$ cat config.mk
export PLATFORM = sky130hd
export DESIGN_NAME = cnn_layer_sequencer
export DESIGN_NICKNAME = d
export VERILOG_FILES = /design/src/rtl/cnn_layer_sequencer.sv
export SDC_FILE = /design/constraint.sdc
export NUM_CORES = 1
export LEC_CHECK = 0
export ABC_AREA = 1
export CAP_MARGIN = 20
export CORE_ASPECT_RATIO = 0.6
export CORE_MARGIN = 2
export CORE_UTILIZATION = 53
export DETAILED_ROUTE_END_ITERATION = 6
export HOLD_SLACK_MARGIN = 0.15
export PLACE_DENSITY = 0.82
export SYNTH_ARGS = -nofsm -noshare
export SYNTH_HDL_FRONTEND = slang
export SYNTH_SLANG_ARGS = --single-unit
$ cat constraint.sdc
create_clock -name clk -period 4.6 [get_ports clk]
set_clock_uncertainty 0.2 [all_clocks]
set_input_delay 1.15 -clock clk [delete_from_list [all_inputs] [get_ports clk]]
set_output_delay 1.15 -clock clk [all_outputs]
set_load 0.03 [all_outputs]
$ cat src/rtl/cnn_layer_sequencer.sv
// CNN layer sequencer: launches the masked layer engines in index order,
// guards each stage with a timeout and latches the final-stage result.
module cnn_layer_sequencer #(
  parameter int NUM_STAGES = 3,
  parameter int DATA_W     = 32,
  parameter int TMO_W      = 16,
  parameter int CNT_W      = 32
) (
  input  logic                  clk,
  input  logic                  rst,
  input  logic                  enable,
  input  logic                  start,
  input  logic                  abort,
  input  logic                  continuous,
  input  logic [NUM_STAGES-1:0] stage_mask,
  input  logic [TMO_W-1:0]      timeout_limit,
  output logic [NUM_STAGES-1:0] stage_start,
  input  logic [NUM_STAGES-1:0] stage_done,
  input  logic [DATA_W-1:0]     result_in,
  output logic [DATA_W-1:0]     value,
  output logic                  done,
  output logic                  busy,
  output logic                  error,
  output logic [1:0]            err_code,
  output logic [2:0]            err_stage,
  output logic [CNT_W-1:0]      cycle_count
);

  typedef enum logic [2:0] {
    IDLE, LAUNCH, WAIT, DONE, ERROR
  } state_t;

  localparam logic [1:0] E_TMO   = 2'b01;
  localparam logic [1:0] E_EMPTY = 2'b10;
  localparam logic [1:0] E_ABORT = 2'b11;

  function automatic logic [2:0] low_bit(
    input logic [NUM_STAGES-1:0] m
  );
    logic [2:0] r;
    r = '0;
    for (int i = NUM_STAGES-1; i >= 0; i--)
      if (m[i]) r = 3'(i);
    return r;
  endfunction

  function automatic logic [NUM_STAGES-1:0] onehot(
    input logic [2:0] c
  );
    logic [NUM_STAGES-1:0] r;
    r = '0;
    for (int i = 0; i < NUM_STAGES; i++)
      r[i] = (3'(i) == c);
    return r;
  endfunction

  state_t                state_q, state_n;
  logic [2:0]            cur_q, cur_n;
  logic [2:0]            estg_q, estg_n;
  logic [2:0]            hi_idx;
  logic [NUM_STAGES-1:0] mask_q, mask_n;
  logic [NUM_STAGES-1:0] launch_q, launch_n;
  logic [TMO_W-1:0]      stmr_q, stmr_n, stmr_inc;
  logic [CNT_W-1:0]      rtmr_q, rtmr_n, rtmr_inc;
  logic [CNT_W-1:0]      cnt_q, cnt_n;
  logic [DATA_W-1:0]     value_q, value_n;
  logic [1:0]            code_q, code_n;
  logic                  done_q, done_n;
  logic                  busy_q, busy_n;
  logic                  error_q, error_n;
  logic                  has_hi, done_cur, tmo_hit;

  // both timers saturate instead of wrapping
  assign rtmr_inc = &rtmr_q ? rtmr_q
                            : rtmr_q + CNT_W'(1);
  assign stmr_inc = &stmr_q ? stmr_q
                            : stmr_q + TMO_W'(1);

  assign tmo_hit = (timeout_limit != '0) &&
    (stmr_q >= timeout_limit - TMO_W'(1));

  always_comb begin
    has_hi   = 1'b0;
    hi_idx   = '0;
    done_cur = 1'b0;
    for (int i = NUM_STAGES-1; i >= 0; i--)
      if (mask_q[i] && (3'(i) > cur_q)) begin
        has_hi = 1'b1;
        hi_idx = 3'(i);
      end
    for (int i = 0; i < NUM_STAGES; i++)
      if (3'(i) == cur_q) done_cur = stage_done[i];
  end

  always_comb begin
    state_n = state_q;
    cur_n   = cur_q;
    mask_n  = mask_q;
    stmr_n  = stmr_q;
    rtmr_n  = rtmr_q;
    cnt_n   = cnt_q;
    value_n = value_q;
    done_n  = done_q;
    error_n = error_q;
    code_n  = code_q;
    estg_n  = estg_q;
    unique case (state_q)
      IDLE, DONE, ERROR: begin
        if (enable && start) begin
          mask_n  = stage_mask;
          done_n  = 1'b0;
          error_n = 1'b0;
          code_n  = '0;
          estg_n  = '0;
          rtmr_n  = '0;
          stmr_n  = '0;
          if (stage_mask == '0) begin
            state_n = ERROR;
            error_n = 1'b1;
            code_n  = E_EMPTY;
          end else begin
            state_n = LAUNCH;
            cur_n   = low_bit(stage_mask);
          end
        end else if (state_q == DONE &&
                     enable && continuous) begin
          state_n = LAUNCH;
          cur_n   = low_bit(mask_q);
          done_n  = 1'b0;
          rtmr_n  = '0;
          stmr_n  = '0;
        end
      end
      LAUNCH, WAIT: begin
        if (abort) begin
          state_n = ERROR;
          error_n = 1'b1;
          code_n  = E_ABORT;
          estg_n  = cur_q;
        end else if (enable) begin
          rtmr_n = rtmr_inc;
          stmr_n = stmr_inc;
          if (state_q == LAUNCH) begin
            state_n = WAIT;
          end else if (done_cur) begin
            if (has_hi) begin
              state_n = LAUNCH;
              cur_n   = hi_idx;
              stmr_n  = '0;
            end else begin
              state_n = DONE;
              done_n  = 1'b1;
              value_n = result_in;
              cnt_n   = rtmr_inc;
            end
          end else if (tmo_hit) begin
            state_n = ERROR;
            error_n = 1'b1;
            code_n  = E_TMO;
            estg_n  = cur_q;
          end
        end
      end
      default: state_n = IDLE;
    endcase
  end

  assign busy_n   = (state_n == LAUNCH) ||
                    (state_n == WAIT);
  assign launch_n = (state_n == LAUNCH) ?
                    onehot(cur_n) : '0;

  always_ff @(posedge clk) begin
    if (rst) begin
      state_q  <= IDLE;
      cur_q    <= '0;
      mask_q   <= '0;
      launch_q <= '0;
      stmr_q   <= '0;
      rtmr_q   <= '0;
      cnt_q    <= '0;
      value_q  <= '0;
      done_q   <= 1'b0;
      busy_q   <= 1'b0;
      error_q  <= 1'b0;
      code_q   <= '0;
      estg_q   <= '0;
    end else begin
      state_q  <= state_n;
      cur_q    <= cur_n;
      mask_q   <= mask_n;
      launch_q <= launch_n;
      stmr_q   <= stmr_n;
      rtmr_q   <= rtmr_n;
      cnt_q    <= cnt_n;
      value_q  <= value_n;
      done_q   <= done_n;
      busy_q   <= busy_n;
      error_q  <= error_n;
      code_q   <= code_n;
      estg_q   <= estg_n;
    end
  end

  // pending launch fires only on a live, un-aborted cycle
  assign stage_start = launch_q &
    {NUM_STAGES{enable & ~abort & ~rst}};

  assign value       = value_q;
  assign done        = done_q;
  assign busy        = busy_q;
  assign error       = error_q;
  assign err_code    = code_q;
  assign err_stage   = estg_q;
  assign cycle_count = cnt_q;

endmodule

==> metrics.md <==
| Metric | Value |
|---|---|
| Final critical-path required period | `between 4 and 5 ns` |
| Crit path largest cell delay | `about 0.42 ns` |
| Pin count of the biggest net entering global routing | `69` |
| Total track usage | `approximately 28%` |
| CTS root buf | `clkbuf_16` |
| Pre-antenna DRT Iters | `6` |
| Port Buf Inserts | `around 130` |
| First-pass GRT wire length | `32400 um` |
| H-tree depth | `4` |
| Total global routing overflow | `0` |
| Slew HR | `between 30% and 40%` |
| Critical path's slowest cell | `clkdlybuf4s50_1` |
| Die Span Y | `~93 um` |
| N_diodes | `0` |
| Worst EP arrival | `4.44 ns` |
| Post-route cell area | `between 0.009 and 0.01 mm^2` |
| Worst-path maximum fanout | `7` |
| Initial antenna violation count | `0` |
| Placement Cell Area | `roughly 0.0085 mm^2` |
| Synthesized area | `about 0.0070 mm^2` |
| CP top delay family | `simple AND/OR/NAND/NOR gates` |
| Startpoint Class | `primary input` |
| Worst-margin pin slew | `approximately 0.94 ns` |
| Post-synthesis area per instance | `~6.8 um^2` |
| CTS tree | `built` |
| Required @ worst endpoint | `roughly 4.7 ns` |
| Die Wd | `~150 um` |
| Layout Nets | `approximately 1200` |
| Post-CTS Hold Buffers | `0` |
| Tightest Hold Check Type | `reg -> reg` |
| Clock sink count | `roughly 130` |
| Synth Warn # | `0` |
| Most used cell along the critical path | `nand2_1` |
| Die Footprint | `0.0142 mm^2` |
| Cell Count, Final, Fillers Out | `1339` |
| Routed vias | `around 7200` |
| Count of cell types in the netlist | `41` |
| DRT antenna net count | `0` |
| GRT met3 Usage | `about 7%` |
| Synthesized net count | `1108` |
| Buf/Inv on CP | `5` |
| Critical path endpoint category | `flip-flop` |
| Status | `finished, final reports clean` |
| Fin crit share | `between 90 and 100%` |
| Drt drc | `0` |
| Hpwl dp | `~14000 um` |
| Setup_tns | `0 ns` |
| Sequential cell area fraction in the yosys report | `between 30% and 40%` |
| Fin. max-slew vios | `0` |
| Fill cells | `1083` |
| Final hold violation count | `0` |
| Fmax | `0.228 GHz` |
| Global routing usage on met1 | `between 40% and 50%` |
| Syn-to-layout area delta | `29.2%` |
| GR peak layer | `met1` |
| Later-pin clock latency in the skew report | `roughly 0.42 ns` |
| I/O pins | `roughly 140` |
| Tot Pwr | `between 0.002 and 0.003 W` |
| Pwr dens | `319 mW/mm^2` |
| Area fraction of the dominant cell type after synthesis | `between 30% and 40%` |
| Setup bufs post-CTS | `0` |
| Placed insts | `~1300` |
| Max-cap check violation count | `0` |
| Vias per inst | `about 5.4` |
| Share of post-route cells with drive strength above 1 | `7.10%` |
| Vias in the first global route | `roughly 6500` |
| Post-route setup slack | `around 0.22 ns` |
| Drt wl/cell | `14.7 um` |
| Ranking of synthesized cells by area | `dfxtp_1 38%, nand2_1 12%, nor2_1 9.3%` |
| RSZ-0062 raised after global routing | `false` |
| Grt met2 use | `between 30% and 40%` |
| Synth Instances | `a little over 1000` |
| Routability Congestion | `approximately 0.95` |
| Worst-path clk slew | `around 0.060 ns` |
| TritonCTS Buffers | `17` |
| CTS Buffer Depth | `2` |
| Largest area contributor in the netlist | `dfxtp_1` |
| Resize count post-CTS | `0` |
| Core Area | `0.0129 mm^2` |
| Worst Path Class, Setup | `in -> reg` |
| Cell Rows | `32` |
| Final wirelength | `between 15000 and 20000 um` |
| Pleak | `between 3 and 4 nW` |
| Yosys reg bits | `132` |
| Final Setup Violations | `0` |
| Initial cell density of the core | `a little over half` |
| First DRT Iteration DRCs | `748` |
| Crit path cell chain | `clkdlybuf4s50_1 > inv_1 > ha_1 > inv_1 > nor2_1 > inv_1 > nor2_1 > nand2_1 > or3_1 > nor2_1 > xor2_1 > inv_1 > ha_1 > nand2_1 > nor3_1 > nand2_1 > nand2_1 > nand2_1 > nand2_1 > nand2_2 > nand2_1 > a21oi_1` |
| Post-Place Setup Slack | `-0.183 ns` |
| VDD IR max | `approximately 0.00030 V` |
[cell usage in the layout, fill, tap and decap left out, types with 13 or more instances in the layout]
master           count
ha_1                20
nand3_1             20
o21ai_1             14
nand2_1            228
nor3_1              32
clkbuf_16           17
nand4_1             21
o21ai_0             75
inv_1               92
a21oi_1             65
a31oi_1             15
xor2_1              29
dfxtp_1            132
buf_4               13
clkdlybuf4s50_1    130
xnor2_1             16
nor2_1             173
[per-layer routing]
| layer | wire [um] | share of wire (%) | vias up |
|---|---|---|---|
| met5 | 0 | 0 | - |
| met4 | 112 | 0.57 | 0 |
| li1 | - | - | 3602 |
| met1 | 9960 | 51 | 3286 |
| met2 | 7660 | 39 | 329 |
| met3 | 1920 | 9.8 | 9 |
[sequential cells by signal (all words and copies together) (netlist names)]
name,flops
busy,1
state_q,3
done,1
error,1
mask_q,3
cur_q,3
launch_q,3
value,32
stmr_q,16
err_code,2
rtmr_q,32
err_stage,3
cycle_count,32
[final timing paths]
path / from / to / slack [ns] / cells past startpoint
setup reg to reg: rtmr_q[1] / rtmr_q[0] / 1.78 / 9
setup / recovery: timeout_limit[0] / err_stage[0] / 0.22 / 22
hold reg to reg: value[24] / value[24] / 0.28 / 2
hold / removal: value[24] / value[24] / 0.28 / 2
[cells in the mapped netlist, drive strengths merged]
library cell	count
xnor2	16
nand4	21
xor2	29
o211ai	4
o21ai	89
or2	3
inv	99
o311ai	1
dfxtp	132
or3	1
clkbuf	18
buf	18
clkinv	1
nor3	35
o21a	1
ha	20
nand2b	1
nand2	236
nand3	22
a31oi	15
a21oi	66
nor4	9
o22ai	1
nand3b	3
nor2	185
o31ai	2
[worst reg2reg max path: cells and delay by family (launching register included)]
family | cells | cell delay (ns)
xor gates and xnor gates | 1 | 0.42
DFF | 1 | 0.37
and+or+nand+nor | 5 | 1.19
adders and majority gates | 1 | 0.22
AOI/OAI and AO/OA | 1 | 0.18
buffers and inverters | 1 | 0.12
[where the power goes]
group	internal [W]	total, W	switching (W)
Combinational	0.000133	0.000347	0.000214
Sequential	0.00117	0.00118	0.0000164
Clock	0.000817	0.00136	0.000545
[kinds of logic after synthesis]
group	share of synthesized area, %
fa+ha+maj	3.57
xor+xnor	5.62
simple gates	31.7
compound gates	13.4
flops	37.7
buf+inv	8.01
[metrics by stage]
step	util, %	hold slack, ns
after floorplan	-	0.255
after global placement	65.7	0.264
after detailed placement	65.7	0.270
after CTS	70.3	0.282
after global routing	70.3	0.305
final	70.3	0.282
[final cells by class]
class                           count  area [um^2]  area share, %
Clock buffer                       18          439           4.85
Clock inverter                     14          154           1.70
Inverter                          100          377           4.16
Multi-Input combinational cell    760         3810           42.1
Sequential cell                   132         2640           29.2
Tap cell                          170          213           2.35
Timing Repair Buffer              145         1420           15.7
(Power assumes the default switching activity.)
